**src/rtl/sa_tile_sched.sv**
```systemverilog
// sa_tile_sched: tile-level scheduler for the weight-stationary systolic array.
// For each tile of a job it runs weight preload, activation streaming, a fixed
// pipeline flush and a partial-sum drain, then repeats until cfg_num_tiles
// tiles are done or the job is aborted.
//
// Ports:
//   clk, rst        clock and synchronous active-high reset
//   start           one-cycle job request, only accepted while idle
//   cfg_num_tiles   tiles per job, latched on an accepted start
//   cfg_act_len     activation rows per tile, latched on an accepted start
//   abort           ends the current job through FIN at the next cycle boundary
//   w_valid         weight buffer has a row available
//   act_valid       activation buffer has a row available
//   out_ready       output buffer can take a psum row
//   ctrl_out        array mode: 1 = weight load, 0 = compute/psum
//   w_ld_en         weight row transferred this cycle
//   act_en          activation row transferred this cycle
//   drain_en        psum row transferred this cycle
//   tile_idx        index of the tile being processed
//   busy            high in every state except idle
//   exit            one-cycle pulse when a job ends
module sa_tile_sched #(
    parameter int unsigned N     = 8,
    parameter int unsigned LEN_W = 16
) (
    input  logic             clk,
    input  logic             rst,
    input  logic             start,
    input  logic [LEN_W-1:0] cfg_num_tiles,
    input  logic [LEN_W-1:0] cfg_act_len,
    input  logic             abort,
    input  logic             w_valid,
    input  logic             act_valid,
    input  logic             out_ready,
    output logic             ctrl_out,
    output logic             w_ld_en,
    output logic             act_en,
    output logic             drain_en,
    output logic [LEN_W-1:0] tile_idx,
    output logic             busy,
    output logic             exit
);

    typedef enum logic [2:0] {
        StIdle,
        StLoadW,
        StStream,
        StFlush,
        StDrain,
        StFin
    } state_e;

    localparam logic [LEN_W-1:0] RowLast   = LEN_W'(N - 1);
    localparam logic [LEN_W-1:0] FlushLast = LEN_W'(2 * N - 2);

    state_e           state_q, state_d;
    logic [LEN_W-1:0] cnt_q, cnt_d;
    logic [LEN_W-1:0] tile_q, tile_d;
    logic [LEN_W-1:0] num_tiles_q, num_tiles_d;
    logic [LEN_W-1:0] act_len_q, act_len_d;

    always_comb begin
        state_d     = state_q;
        cnt_d       = cnt_q;
        tile_d      = tile_q;
        num_tiles_d = num_tiles_q;
        act_len_d   = act_len_q;
        ctrl_out    = 1'b0;
        w_ld_en     = 1'b0;
        act_en      = 1'b0;
        drain_en    = 1'b0;
        exit        = 1'b0;
        busy        = (state_q != StIdle);

        unique case (state_q)
            StIdle: begin
                if (start) begin
                    num_tiles_d = cfg_num_tiles;
                    act_len_d   = cfg_act_len;
                    tile_d      = '0;
                    cnt_d       = '0;
                    state_d     = (cfg_num_tiles == '0) ? StFin : StLoadW;
                end
            end
            StLoadW: begin
                ctrl_out = 1'b1;
                w_ld_en  = w_valid;
                if (w_valid) begin
                    if (cnt_q == RowLast) begin
                        cnt_d   = '0;
                        state_d = StStream;
                    end else begin
                        cnt_d = cnt_q + LEN_W'(1);
                    end
                end
            end
            StStream: begin
                if (act_len_q == '0) begin
                    // Empty tile: one pass-through cycle, no transfers.
                    state_d = StFlush;
                    cnt_d   = '0;
                end else begin
                    act_en = act_valid;
                    if (act_valid) begin
                        // Compare against len-1 so a full-range length never wraps the counter.
                        if (cnt_q == act_len_q - LEN_W'(1)) begin
                            cnt_d   = '0;
                            state_d = StFlush;
                        end else begin
                            cnt_d = cnt_q + LEN_W'(1);
                        end
                    end
                end
            end
            StFlush: begin
                // 2N-1 cycles lets the skewed wavefront leave the array.
                if (cnt_q == FlushLast) begin
                    cnt_d   = '0;
                    state_d = StDrain;
                end else begin
                    cnt_d = cnt_q + LEN_W'(1);
                end
            end
            StDrain: begin
                drain_en = out_ready;
                if (out_ready) begin
                    if (cnt_q == RowLast) begin
                        cnt_d = '0;
                        if (tile_q == num_tiles_q - LEN_W'(1)) begin
                            state_d = StFin;
                        end else begin
                            tile_d  = tile_q + LEN_W'(1);
                            state_d = StLoadW;
                        end
                    end else begin
                        cnt_d = cnt_q + LEN_W'(1);
                    end
                end
            end
            StFin: begin
                exit    = 1'b1;
                state_d = StIdle;
            end
            default: state_d = StIdle;
        endcase

        // Abort wins over any phase transition; this cycle's transfers still count.
        if (abort && (state_q != StIdle)) begin
            state_d = StFin;
            cnt_d   = '0;
            tile_d  = tile_q;
        end
    end

    always_ff @(posedge clk) begin
        if (rst) begin
            state_q     <= StIdle;
            cnt_q       <= '0;
            tile_q      <= '0;
            num_tiles_q <= '0;
            act_len_q   <= '0;
        end else begin
            state_q     <= state_d;
            cnt_q       <= cnt_d;
            tile_q      <= tile_d;
            num_tiles_q <= num_tiles_d;
            act_len_q   <= act_len_d;
        end
    end

    assign tile_idx = tile_q;

endmodule

```
**config.mk**
```make
export PLATFORM = sky130hd
export DESIGN_NAME = sa_tile_sched
export DESIGN_NICKNAME = d
export VERILOG_FILES = /design/src/rtl/sa_tile_sched.sv
export SDC_FILE = /design/constraint.sdc
export NUM_CORES = 1
export LEC_CHECK = 0
export CAP_MARGIN = 20
export CORE_AREA = 2 2 103 105
export DETAILED_ROUTE_END_ITERATION = 12
export DIE_AREA = 0 0 105 107
export GPL_ROUTABILITY_DRIVEN = 0
export HOLD_SLACK_MARGIN = 0.06
export PLACE_DENSITY = 0.65
export SYNTH_ARGS = -nofsm -noshare
export SYNTH_HDL_FRONTEND = slang
export SYNTH_SLANG_ARGS = --single-unit
```
**constraint.sdc**
```tcl
create_clock -name clk -period 6.2 [get_ports clk]
set_clock_uncertainty 0.05 [all_clocks]
set_input_delay 1.55 -clock clk [delete_from_list [all_inputs] [get_ports clk]]
set_output_delay 1.55 -clock clk [all_outputs]
set_load 0.01 [all_outputs]
```
==> flow_summary.json, run 1 <==
{
  "rr_worst_depth": 7,
  "postCtsHoldBufs": 0,
  "crit_fanout": 9,
  "yosys_register_bits": 67,
  "via_per_inst": 5.80,
  "drive_gt1_share_pct": 5.49,
  "power_density_nw_per_um2": 331,
  "htreeDepth": 3,
  "cpPeakStageDelay_ns": 0.61,
  "clk_latency_ns": 0.35,
  "die_h_um": 107,
  "crit_chain": "or4_1 -> nor3b_1 -> a31oi_1 -> and2_1 -> clkdlybuf4s50_1",
  "route.vias.total": 4378,
  "fill_cells": 1039,
  "irDropWorstVdd_mv": 0.173,
  "ys_top_cells_by_count": "nand2_1 (87), dfxtp_1 (67), a21oi_1 (60)",
  "fmax_mhz": 228,
  "grt_pass1_vias": 4115,
  "path_buf_inv": 1,
  "hold_path_class": "flip-flop to flip-flop",
  "io_pins": 61,
  "slew_viol_final": 0,
  "finalSetupViolCount": 0,
  "grt-ovfl-total": 0,
  "clock_path_buffers": 2,
  "syn_area_um2": 4320,
  "async_flop_share_pct": 0,
  "worst_pin_slew_ns": 0.999,
  "root_buffer": "clkbuf_8",
  "syn_area_per_cell_um2": 7.54,
  "routed_wl_um": 12300,
  "fin_crit_sh_pct": 70.6,
  "highest_layer": "met4",
  "drc": 0,
  "fin_crit_ns": 4.38,
  "syn_nets": 617,
  "drt_pass1_iterations": 5,
  "netlist.area_leader.share_pct": 31.0,
  "power.leakage_nw": 1.83,
  "finalHoldViolCount": 0,
  "initial_core_util_pct": 42.8,
  "final-seq-area_um2": 1340,
  "cp.arrival_ns": 2.78,
  "worst_setup_path_end_kind": "output pin",
  "regToRegStartpoint": "act_len_q[2]$_SDFFE_PP0P_",
  "synth_edf_count": 0,
  "rsz0062_at_grt": "false",
  "grt_usage_pct": 22.2,
  "area_delta_synth_final_pct": 20.2,
  "crit_required_ns": 4.60,
  "synth.most_common_cell": "nand2_1",
  "grt_first_pass_wirelength_um": 20100,
  "diodes": 0,
  "syn_inst": 573,
  "cp.depth": 5,
  "max_slew_margin_pct": 33.1,
  "cts_num_sinks": 67,
  "ys_warn_count": 0,
  "cap_violations": 0,
  "path_delay_family": "simple AND/OR/NAND/NOR gates",
  "rows": 37,
  "numCtsBuffers": 9,
  "nets": 658,
  "grt_max_degree": 32,
  "post_cts_buffers": 0,
  "core_um2": 10100,
  "synth_cell_types": 57,
  "io_buffers": 60,
  "drt_iter0_markers": 218,
  "fin_tns_setup_ns": 0,
  "critPathCapture": "act_en",
  "antenna_left": 0,
  "multi_input_area_um2": 2800,
  "worst_path_max_delay_cell": "or4_1",
  "wl_per_cell_um": 16.3,
  "fp.dieW_um": 105,
  "clkSlewWorstSetupHoldPaths_ns": 0.09,
  "crit_start": "act_len_q[2]$_SDFFE_PP0P_",
  "synth_area_leader_cell": "dfxtp_1",
  "ys_seq_area_share_pct": 31.0,
  "synth-main-ff-cell": "dfxtp_1",
  "r2r_end": "cnt_q[12]$_SDFFE_PP0P_",
  "cts_tree": "built",
  "wl_met1_um": 5370,
  "reg2reg_setup_slack_ns": 2.82,
  "final_core_util_pct": 51.5,
  "met3_length_um": 524,
  "min-delay-start": "num_tiles_q[15]$_SDFFE_PP0P_",
  "dieArea_um2": 11200,
  "wl_met2_um": 6030,
  "crit_path_start_kind": "flip-flop",
  "status": "finished, final reports clean",
  "cts_resized": 0,
  "synthTopCellsByArea": "dfxtp_1 (31%), nand2_1 (7.6%), a21oi_1 (6.9%)",
  "antenna_found_initial": 0,
  "hpwl_um": 9100,
  "worstSetupPathType": "flip-flop to output pin"
}
## per-stage QoR
step	instances	power [mW]	setup slack, ns	area, µm²	hold WS (ns)
floorplan	573	1.14	2.87	4320	0.398
global placement	739	1.33	1.84	5000	0.437
global route	755	1.84	1.71	5200	0.474
finish	755	1.72	1.82	5200	0.449
CTS	755	1.72	1.83	5200	0.453
detailed placement	739	1.35	1.83	5000	0.441
## kinds of logic (layout without fill, tap and decap cells)
family,count (synthesis),in the layout,share of synthesized area (%)
xor+xnor,47,47,9.52
simple gates,271,271,33.1
flops,67,67,31.0
mux,5,5,1.16
buf+inv,49,95,4.60
fa+ha+maj,5,5,1.45
compound gates,129,129,19.2
## layout by cell type, fill, tap and decap left out, types with 3 or more instances in the layout
cell type and instances:
and4_1 4, nand2_1 87, a211oi_1 6, nor4_1 15
nor2_1 25, a31oi_1 4, o211ai_1 7, nor3b_1 5
dfxtp_1 67, xor2_1 23, clkinv_2 3, and2_1 7
and3_1 8, o211a_1 5, nor3_1 26, clkbuf_8 9
buf_4 5, or4_1 7, a311oi_1 3, o21ai_0 20
inv_1 14, or3_1 25, a21oi_1 60, or2_2 3
nor2b_1 3, nand4_1 16, mux2i_1 5, xnor2_1 24
o31ai_1 3, ha_1 5, nand3b_1 6, clkdlybuf4s50_1 60
nand2b_1 7, nand3_1 17
## routing by layer
layer,up-vias,global-route usage (%)
met3,34,2.98
met1,2053,27.4
li1,2162,-
met2,129,38.4
met5,-,0
met4,0,9.90
## worst register-to-register path, cell delays in order (launching register included)
cell and delay, ns:
dfxtp_1 0.39, nor4_2 0.72, a211oi_1 0.18, a31o_2 0.24
a2111oi_0 0.73, nand4_2 0.35, a21oi_4 0.48, nor3_1 0.12
## registers in the layout (all words and copies together) (netlist names)
| register | count |
|---|---|
| act_len_q | 16 |
| cnt_q | 16 |
| num_tiles_q | 16 |
| tile_idx | 16 |
| state_q | 3 |
## worst min path at each step
| stage | endpoint | slack, ns | cells after the start |
|---|---|---|---|
| detailed placement | num_tiles_q[15]$_SDFFE_PP0P_ | 0.44 | 2 |
| finish | num_tiles_q[15]$_SDFFE_PP0P_ | 0.45 | 2 |
| global placement | num_tiles_q[15]$_SDFFE_PP0P_ | 0.44 | 2 |
| CTS | num_tiles_q[15]$_SDFFE_PP0P_ | 0.45 | 2 |
| floorplan | num_tiles_q[15]$_SDFFE_PP0P_ | 0.40 | 2 |
| global route | num_tiles_q[15]$_SDFFE_PP0P_ | 0.47 | 2 |
## layout make-up
cell class                 instances  share of cell area (%)
timing repair buffer              65                    12.3
clock buffer                       9                    2.38
inverter                          14                    1.01
tap                              136                    3.27
sequential                        67                    25.8
clock inverter                     7                    1.32
multi-input combinational        457                    53.9
## where the power goes
part / switching (mW) / total [mW] / leakage (nW) / internal [mW]
clock network: 0.191 / 0.376 / 0.0950 / 0.184
registers: 0.0952 / 0.576 / 0.544 / 0.481
logic: 0.460 / 0.769 / 1.19 / 0.309
Note: power is estimated with default switching activity, not from simulation.
==> inputs of run 2 (changes only) <==
--- a/config.mk
+++ b/config.mk
@@ -11,7 +11,7 @@
 export DIE_AREA = 0 0 105 107
 export GPL_ROUTABILITY_DRIVEN = 0
 export HOLD_SLACK_MARGIN = 0.06
-export PLACE_DENSITY = 0.65
+export PLACE_DENSITY = 0.68
 export SYNTH_ARGS = -nofsm -noshare
 export SYNTH_HDL_FRONTEND = slang
 export SYNTH_SLANG_ARGS = --single-unit
==> constraint.sdc (replaced) <==
create_clock -name clk -period 3.8 [get_ports clk]
set_clock_uncertainty 0.05 [all_clocks]
set_input_delay 0.95 -clock clk [delete_from_list [all_inputs] [get_ports clk]]
set_output_delay 0.95 -clock clk [all_outputs]
set_load 0.01 [all_outputs]
==> flow_summary.json, run 2 (same netlist as run 1, synthesis figures left out) <==
{
  "fin_crit_sh_pct": 96.6,
  "finalSetupViolCount": 0,
  "power_density_nw_per_um2": 537,
  "drt_pass1_iterations": 4,
  "wl_per_cell_um": 15.8,
  "worst_setup_path_end_kind": "output pin",
  "grt_max_degree": 40,
  "hold_path_class": "flip-flop to flip-flop",
  "cts_tree": "built",
  "worstHoldEndpoint": "num_tiles_q[15]$_SDFFE_PP0P_",
  "power_frac_clock_pct": 21.3,
  "worst_pin_slew_ns": 0.934,
  "initial_core_util_pct": 42.8,
  "diodes": 0,
  "power.leakage_nw": 1.84,
  "route.vias.total": 4307,
  "reg2reg_setup_slack_ns": 0.53,
  "dieArea_um2": 11200,
  "intPower_mw": 1.60,
  "drc": 0,
  "core_um2": 10100,
  "cp.arrival_ns": 2.67,
  "grt-ovfl-total": 0,
  "post_cts_buffers": 0,
  "root_buffer": "clkbuf_8",
  "crit_fanout": 9,
  "drt_iter0_markers": 198,
  "seqPwrFrac_pct": 33.3,
  "grt_pass1_vias": 4128,
  "die_h_um": 107,
  "switchingPower_mw": 1.20,
  "rows": 37,
  "cap_violations": 0,
  "clock_path_buffers": 2,
  "crit_path_start_kind": "flip-flop",
  "r2r_end": "cnt_q[6]$_SDFFE_PP0P_",
  "max_slew_margin_pct": 37.4,
  "grt_usage_pct": 21.8,
  "hold_ws_ns": 0.434,
  "swShare_pct": 42.8,
  "grt_first_pass_wirelength_um": 19800,
  "numCtsBuffers": 9,
  "htreeDepth": 3,
  "clk_latency_ns": 0.35,
  "status": "finished, final reports clean",
  "fin_tns_setup_ns": 0,
  "crit_required_ns": 2.80,
  "irDropWorstVdd_mv": 0.234,
  "slew_viol_final": 0,
  "area_delta_synth_final_pct": 20.7,
  "worstSetupPathType": "flip-flop to output pin",
  "clkSlewWorstSetupHoldPaths_ns": 0.09,
  "fin_crit_ns": 3.67,
  "antenna_found_initial": 0,
  "postCtsHoldBufs": 0,
  "nets": 660,
  "via_per_inst": 5.69,
  "finalHoldViolCount": 0,
  "stdcell_count": 757,
  "cts_num_sinks": 67,
  "rr_worst_depth": 7,
  "hpwl_um": 8840,
  "pwr-share-comb_pct": 45.3,
  "final_common_cell": "nand2_1",
  "place_inst": 741,
  "routed_wl_um": 12000,
  "layout_common_cells": "nand2_1 (87), dfxtp_1 (67), a21oi_1 (60), clkdlybuf4s50_1 (60), nor3_1 (26)",
  "regToRegStartpoint": "act_len_q[6]$_SDFFE_PP0P_",
  "min-delay-start": "num_tiles_q[15]$_SDFFE_PP0P_",
  "drive_gt1_share_pct": 5.80,
  "antenna_left": 0,
  "fp.dieW_um": 105,
  "io_pins": 61,
  "whs_path_depth": 2,
  "io_buffers": 60,
  "fmax_mhz": 272
}
-- run 2: changes by cell type in the layout (fill, tap and decap cells not counted) --
cell        before  now
clkbuf_1         0    1
clkinv_2         3    2
clkinvlp_4       2    1
a31oi_2          0    1
inv_6            0    1
a31oi_1          4    3
buf_4            5    7
-- run 2: final cells by class --
class                   instances  area (µm²)
clock buffers                  10         128
repair buffers                 67         653
flip-flops and latches         67        1340
inverters                      14        52.6
multi-input cells             457        2810
well taps                     136         170
fillers                      1006        4870
clock inverters                 6        65.1
-- run 2: worst max-delay path by stage --
| stage | start | endpoint | slack, ns |
|---|---|---|---|
| after CTS | act_len_q[2]$_SDFFE_PP0P_ | act_en | 0.08 |
| final | act_len_q[2]$_SDFFE_PP0P_ | act_en | 0.13 |
| after global placement | act_len_q[2]$_SDFFE_PP0P_ | act_en | 0.51 |
| after global routing | act_len_q[2]$_SDFFE_PP0P_ | act_en | -0.008 |
| after floorplan | act_len_q[7]$_SDFFE_PP0P_ | cnt_q[10]$_SDFFE_PP0P_ | 0.89 |
| after detailed placement | act_len_q[2]$_SDFFE_PP0P_ | act_en | 0.44 |
-- run 2: power by group through the flow --
| stage | Clock [mW] | Combinational (mW) | Sequential [mW] |
|---|---|---|---|
| 2_1_floorplan | 0 | 0.992 | 0.868 |
| 3_3_place_gp | 0 | 1.22 | 0.944 |
| 3_5_place_dp | 0 | 1.26 | 0.948 |
| 4_1_cts | 0.610 | 1.27 | 0.932 |
| 5_1_grt | 0.639 | 1.42 | 0.953 |
| 6_report | 0.599 | 1.27 | 0.935 |
-- run 2: per-layer routing --
metal / vias to the layer above / routed length [µm] / GRT usage, %
met4: 0 / 305 / 8.00
met3: 28 / 566 / 3.77
met5: - / 0 / 0
li1: 2172 / - / -
met1: 2001 / 5210 / 26.0
met2: 106 / 5890 / 39.2
-- run 2: worst max-delay path: stages, from the launching register on --
cell             delay, ns
dfxtp_1               0.39
or4_1                 0.60
nor3b_1               0.40
a31oi_2               0.24
and2_1                0.23
clkdlybuf4s50_1       0.47
-- run 2: timing repair --
item	4_1_cts	5_1_grt
resized for setup	0	1
endpoints found under the hold margin	0	0
setup endpoints to repair	0	1
-- run 2: stage by stage --
stage	instance area (µm²)	util, %	setup slack [ns]	power [mW]
final	5220	51.7	0.130	2.80
after global routing	5220	51.7	-0.00768	3.01
after CTS	5210	51.6	0.0760	2.81
after detailed placement	5020	49.7	0.441	2.20
after global placement	5020	49.7	0.512	2.17
after floorplan	4320	-	0.888	1.86
==> edit 1 (settings of run 2) <==
The parameter `LEN_W` goes from 16 to 8.
--- a/src/rtl/sa_tile_sched.sv
+++ b/src/rtl/sa_tile_sched.sv
@@ -22,5 +22,5 @@
 module sa_tile_sched #(
     parameter int unsigned N     = 8,
-    parameter int unsigned LEN_W = 16
+    parameter int unsigned LEN_W = 8
 ) (
     input  logic             clk,
Ports: changed (resized cfg_act_len, cfg_num_tiles and tile_idx); port bits go from 61 to 37. The function was not compared with the original's and may differ.
==> edit 1 against run 2 <==
  * Sequential cell count fell by 32
  * Fmax increased by 11%
  * Setup slack improved by 360 ps
  * Wire length decreased by 47%
  * Highest routed layer unchanged
  * Largest power group unchanged
  * Power shrank 42%
  * Non-clock buffer count fell by 29
  * Critical endpoint unchanged
  * Sequential power down 42%
  * Via count shrank 45%
  * Design area shrank 43%
  * Area after synthesis down 45%
==> edit 1: results (changes against run 2) <==
- **leakage power summed over all cells** 0.9990 nW, was 1.838 nW
- **worst-path maximum fanout** 18, was 9
- **Seq. cell area** 700.7 um^2, was 1341 um^2
- **Starting DRT DRC Count** 190, was 198
- **end point of the worst hold path** num_tiles_q[7]$_SDFFE_PP0P_, was num_tiles_q[15]$_SDFFE_PP0P_
- **Register-to-Register Setup Slack** 1250 ps, was 530 ps
- **post-synthesis instance total** 315, was 573
- **number of clock buffer instances in the layout** 8, was 10
- **post-synthesis share of cell area spent on full adders, half adders and majority gates** 3.155%, was 1.447%
- **average via count per standard cell** 4.937, was 5.690
- **parity-gate share of the synthesized area counting xor and xnor cells** 7.729%, was 9.522%
- **cell count after placement** 471, was 741
- **detailed placement HPWL** 4783 um, was 8845 um
- **cell types with the largest area share after synthesis** sky130_fd_sc_hd__dfxtp_1 29%, sky130_fd_sc_hd__nand2_1 8.0%, sky130_fd_sc_hd__xnor2_1 5.2%, was sky130_fd_sc_hd__dfxtp_1 31%, sky130_fd_sc_hd__nand2_1 7.6%, sky130_fd_sc_hd__a21oi_1 6.9%
- **area share of buffers outside the clock network** 12.72%, was 12.52%
- **number of H-tree branching levels** 2, was 3
- **first element of the critical path** state_q[1]$_SDFFE_PP0P_, was act_len_q[2]$_SDFFE_PP0P_
- **met3 track utilization from global routing** 2.918%, was 3.769%
- **count of distinct cell types in the synthesized netlist** 59, was 57
- **Fillers** 1,107, was 1,006
- **multiplexer fraction of the synthesized cell area** 2.524%, was 1.158%
- **synthesized netlist net count** 344, was 617
- **layout inverter count without the clock tree** 15, was 14
- **terminus of the critical flop-to-flop path** state_q[2]$_SDFFE_PP0P_, was cnt_q[6]$_SDFFE_PP0P_
- **fraction of layout cells with a size suffix above 1** 5.248%, was 5.797%
- **max-slew headroom at the worst pin** 60.29%, was 37.44%
- **r2r startpoint** cnt_q[4]$_SDFFE_PP0P_, was act_len_q[6]$_SDFFE_PP0P_
- **length of routed wiring on met1** 3117 um, was 5208 um
- **relative area of clock buffers and inverters in the final design** 3.391%, was 3.693%
- **run status** finished, final reports clean, unchanged
- **routed length on met3** 351 um, was 566 um
- **cell type of the slowest stage on the worst timing path** sky130_fd_sc_hd__dfxtp_1, was sky130_fd_sc_hd__or4_1
- **synthesis-to-layout area growth** 24.03%, was 20.69%
- **Worst-Skew Late Latency** 290 ps, was 350 ps
- **number of sinks on the clock net** 35, was 67
- **startpoint of the worst hold path** num_tiles_q[7]$_SDFFE_PP0P_, was num_tiles_q[15]$_SDFFE_PP0P_
- **first-pass GRT wire length** 10,560 um, was 19,840 um
- **Final #Nets** 371, was 660
- **dpl cell area** 2851 um^2, was 5019 um^2
-- edit 1: cell types whose count changed after synthesis, moves of 14 or more --
cell,delta
sky130_fd_sc_hd__or3_1,-18
sky130_fd_sc_hd__dfxtp_1,-32
sky130_fd_sc_hd__clkbuf_1,-21
sky130_fd_sc_hd__nor3_1,-14
sky130_fd_sc_hd__a21oi_1,-38
sky130_fd_sc_hd__o21ai_0,-14
sky130_fd_sc_hd__nand4_1,-14
sky130_fd_sc_hd__nand2_1,-36
sky130_fd_sc_hd__xor2_1,-16
-- edit 1: power by group --
part / total (mW) / internal [mW] / switching, mW / leakage (nW)
combinational: 0.775 / 0.334 / 0.441 / 0.663
sequential: 0.540 / 0.424 / 0.116 / 0.285
clock: 0.305 / 0.166 / 0.139 / 0.0515
-- edit 1: worst max-delay path, delay by kind of cell, from the launching register on --
family          cells  cell delay, ps
compound gates      1             420
buf+inv             2             650
flops               1             670
simple gates        2             280
==> edit 2 (settings of run 2) <==
Without the edit above. Re-encode `state_e` (6 states) as Gray code, 3 bits wide.
--- a/src/rtl/sa_tile_sched.sv
+++ b/src/rtl/sa_tile_sched.sv
@@ -43,10 +43,10 @@
 
     typedef enum logic [2:0] {
-        StIdle,
-        StLoadW,
-        StStream,
-        StFlush,
-        StDrain,
-        StFin
+        StIdle   = 3'b000,
+        StLoadW  = 3'b001,
+        StStream = 3'b011,
+        StFlush  = 3'b010,
+        StDrain  = 3'b110,
+        StFin    = 3'b111
     } state_e;
 
Formal check against the unedited RTL: no difference found for any inputs over 10 cycles, from zero or initial values and one cycle with rst high; not proved beyond that.
==> edit 2 against run 2 <==
  * Worst hold slack improved by 7.9 ps
  * Synthesized cell count rose by 2.8%
  * Power rose by 6.5%
  * Non-clock buffer count rose by 3
  * Wire length rose by 2.7%
  * Die area did not move
  * Cell count rose by 3.3%
  * Sequential cell count did not move
  * First-iteration DRC count rose by 20%
  * Register-to-register slack got worse by 330 ps
  * Design area rose by 0.86%
  * Setup slack improved by 73 ps
  * Global-route usage rose by 0.76 points
  * Critical endpoint is now state_q[1]$_SDFFE_PP0P_
  * Area after synthesis rose by 0.32%
==> edit 2: results (changes against run 2) <==
- **worst-path maximum fanout** 16, was 9
- **sequential share of the synthesized area** 30.93%, was 31.03%
- **Worst path top cell family by delay** compound AO/OA/AOI/OAI gates, was simple AND/OR/NAND/NOR gates
- **Switching Share** 43.31%, was 42.81%
- **run status** finished, final reports clean, unchanged
- **GRT Overall Usage** 22.55%, was 21.79%
- **leakage power summed over all cells** 1.810 nW, was 1.838 nW
- **first-pass GRT wire length** 20,670 um, was 19,840 um
- **detailed placement HPWL** 9170 um, was 8845 um
- **Starting DRT DRC Count** 237, was 198
- **area share of buffers outside the clock network** 12.84%, was 12.52%
- **cell count after placement** 766, was 741
- **fraction of layout cells with a size suffix above 1** 5.882%, was 5.797%
- **buffer count excluding the clock tree in the final layout** 70, was 67
- **r2r startpoint** num_tiles_q[0]$_SDFFE_PP0P_, was act_len_q[6]$_SDFFE_PP0P_
- **maximum VDD drop** 0.0002975 V, was 0.0002343 V
- **first-pass iteration count of the detailed router** 5, was 4
- **end point of the worst hold path** act_len_q[14]$_SDFFE_PP0P_, was num_tiles_q[15]$_SDFFE_PP0P_
- **Syn Area/Cell** 7.363 um^2, was 7.544 um^2
- **final wirelength** 12,300 um, was 11,970 um
- **met2 wire length** 6227 um, was 5892 um
- **Fillers** 1,033, was 1,006
- **terminus of the critical flop-to-flop path** state_q[1]$_SDFFE_PP0P_, was cnt_q[6]$_SDFFE_PP0P_
- **met3 track utilization from global routing** 4.681%, was 3.769%
- **top cells by instance count after synthesis** 101 x sky130_fd_sc_hd__nand2_1, 67 x sky130_fd_sc_hd__dfxtp_1, 50 x sky130_fd_sc_hd__a21oi_1, was 87 x sky130_fd_sc_hd__nand2_1, 67 x sky130_fd_sc_hd__dfxtp_1, 60 x sky130_fd_sc_hd__a21oi_1
- **number of global-route vias before repair** 4,344, was 4,128
- **multiplexer fraction of the synthesized cell area** 1.183%, was 1.158%
- **Final #Nets** 685, was 660
-- edit 2: what timing repair did --
item                                   in CTS  in global routing
setup buffers                               0                  0
gates resized for setup                     0                  2
setup endpoints to repair                   0                  3
endpoints found under the hold margin       0                  0
-- edit 2: worst max path at each step --
stage / startpoint / endpoint / cells past startpoint
floorplan: num_tiles_q[0]$_SDFFE_PP0P_ / tile_idx[3]$_SDFFE_PP0P_ / 11
global placement: num_tiles_q[0]$_SDFFE_PP0P_ / tile_idx[4]$_SDFFE_PP0P_ / 10
detailed placement: num_tiles_q[0]$_SDFFE_PP0P_ / state_q[1]$_SDFFE_PP0P_ / 10
CTS: num_tiles_q[0]$_SDFFE_PP0P_ / state_q[1]$_SDFFE_PP0P_ / 10
global route: num_tiles_q[0]$_SDFFE_PP0P_ / state_q[1]$_SDFFE_PP0P_ / 10
finish: num_tiles_q[0]$_SDFFE_PP0P_ / state_q[1]$_SDFFE_PP0P_ / 10
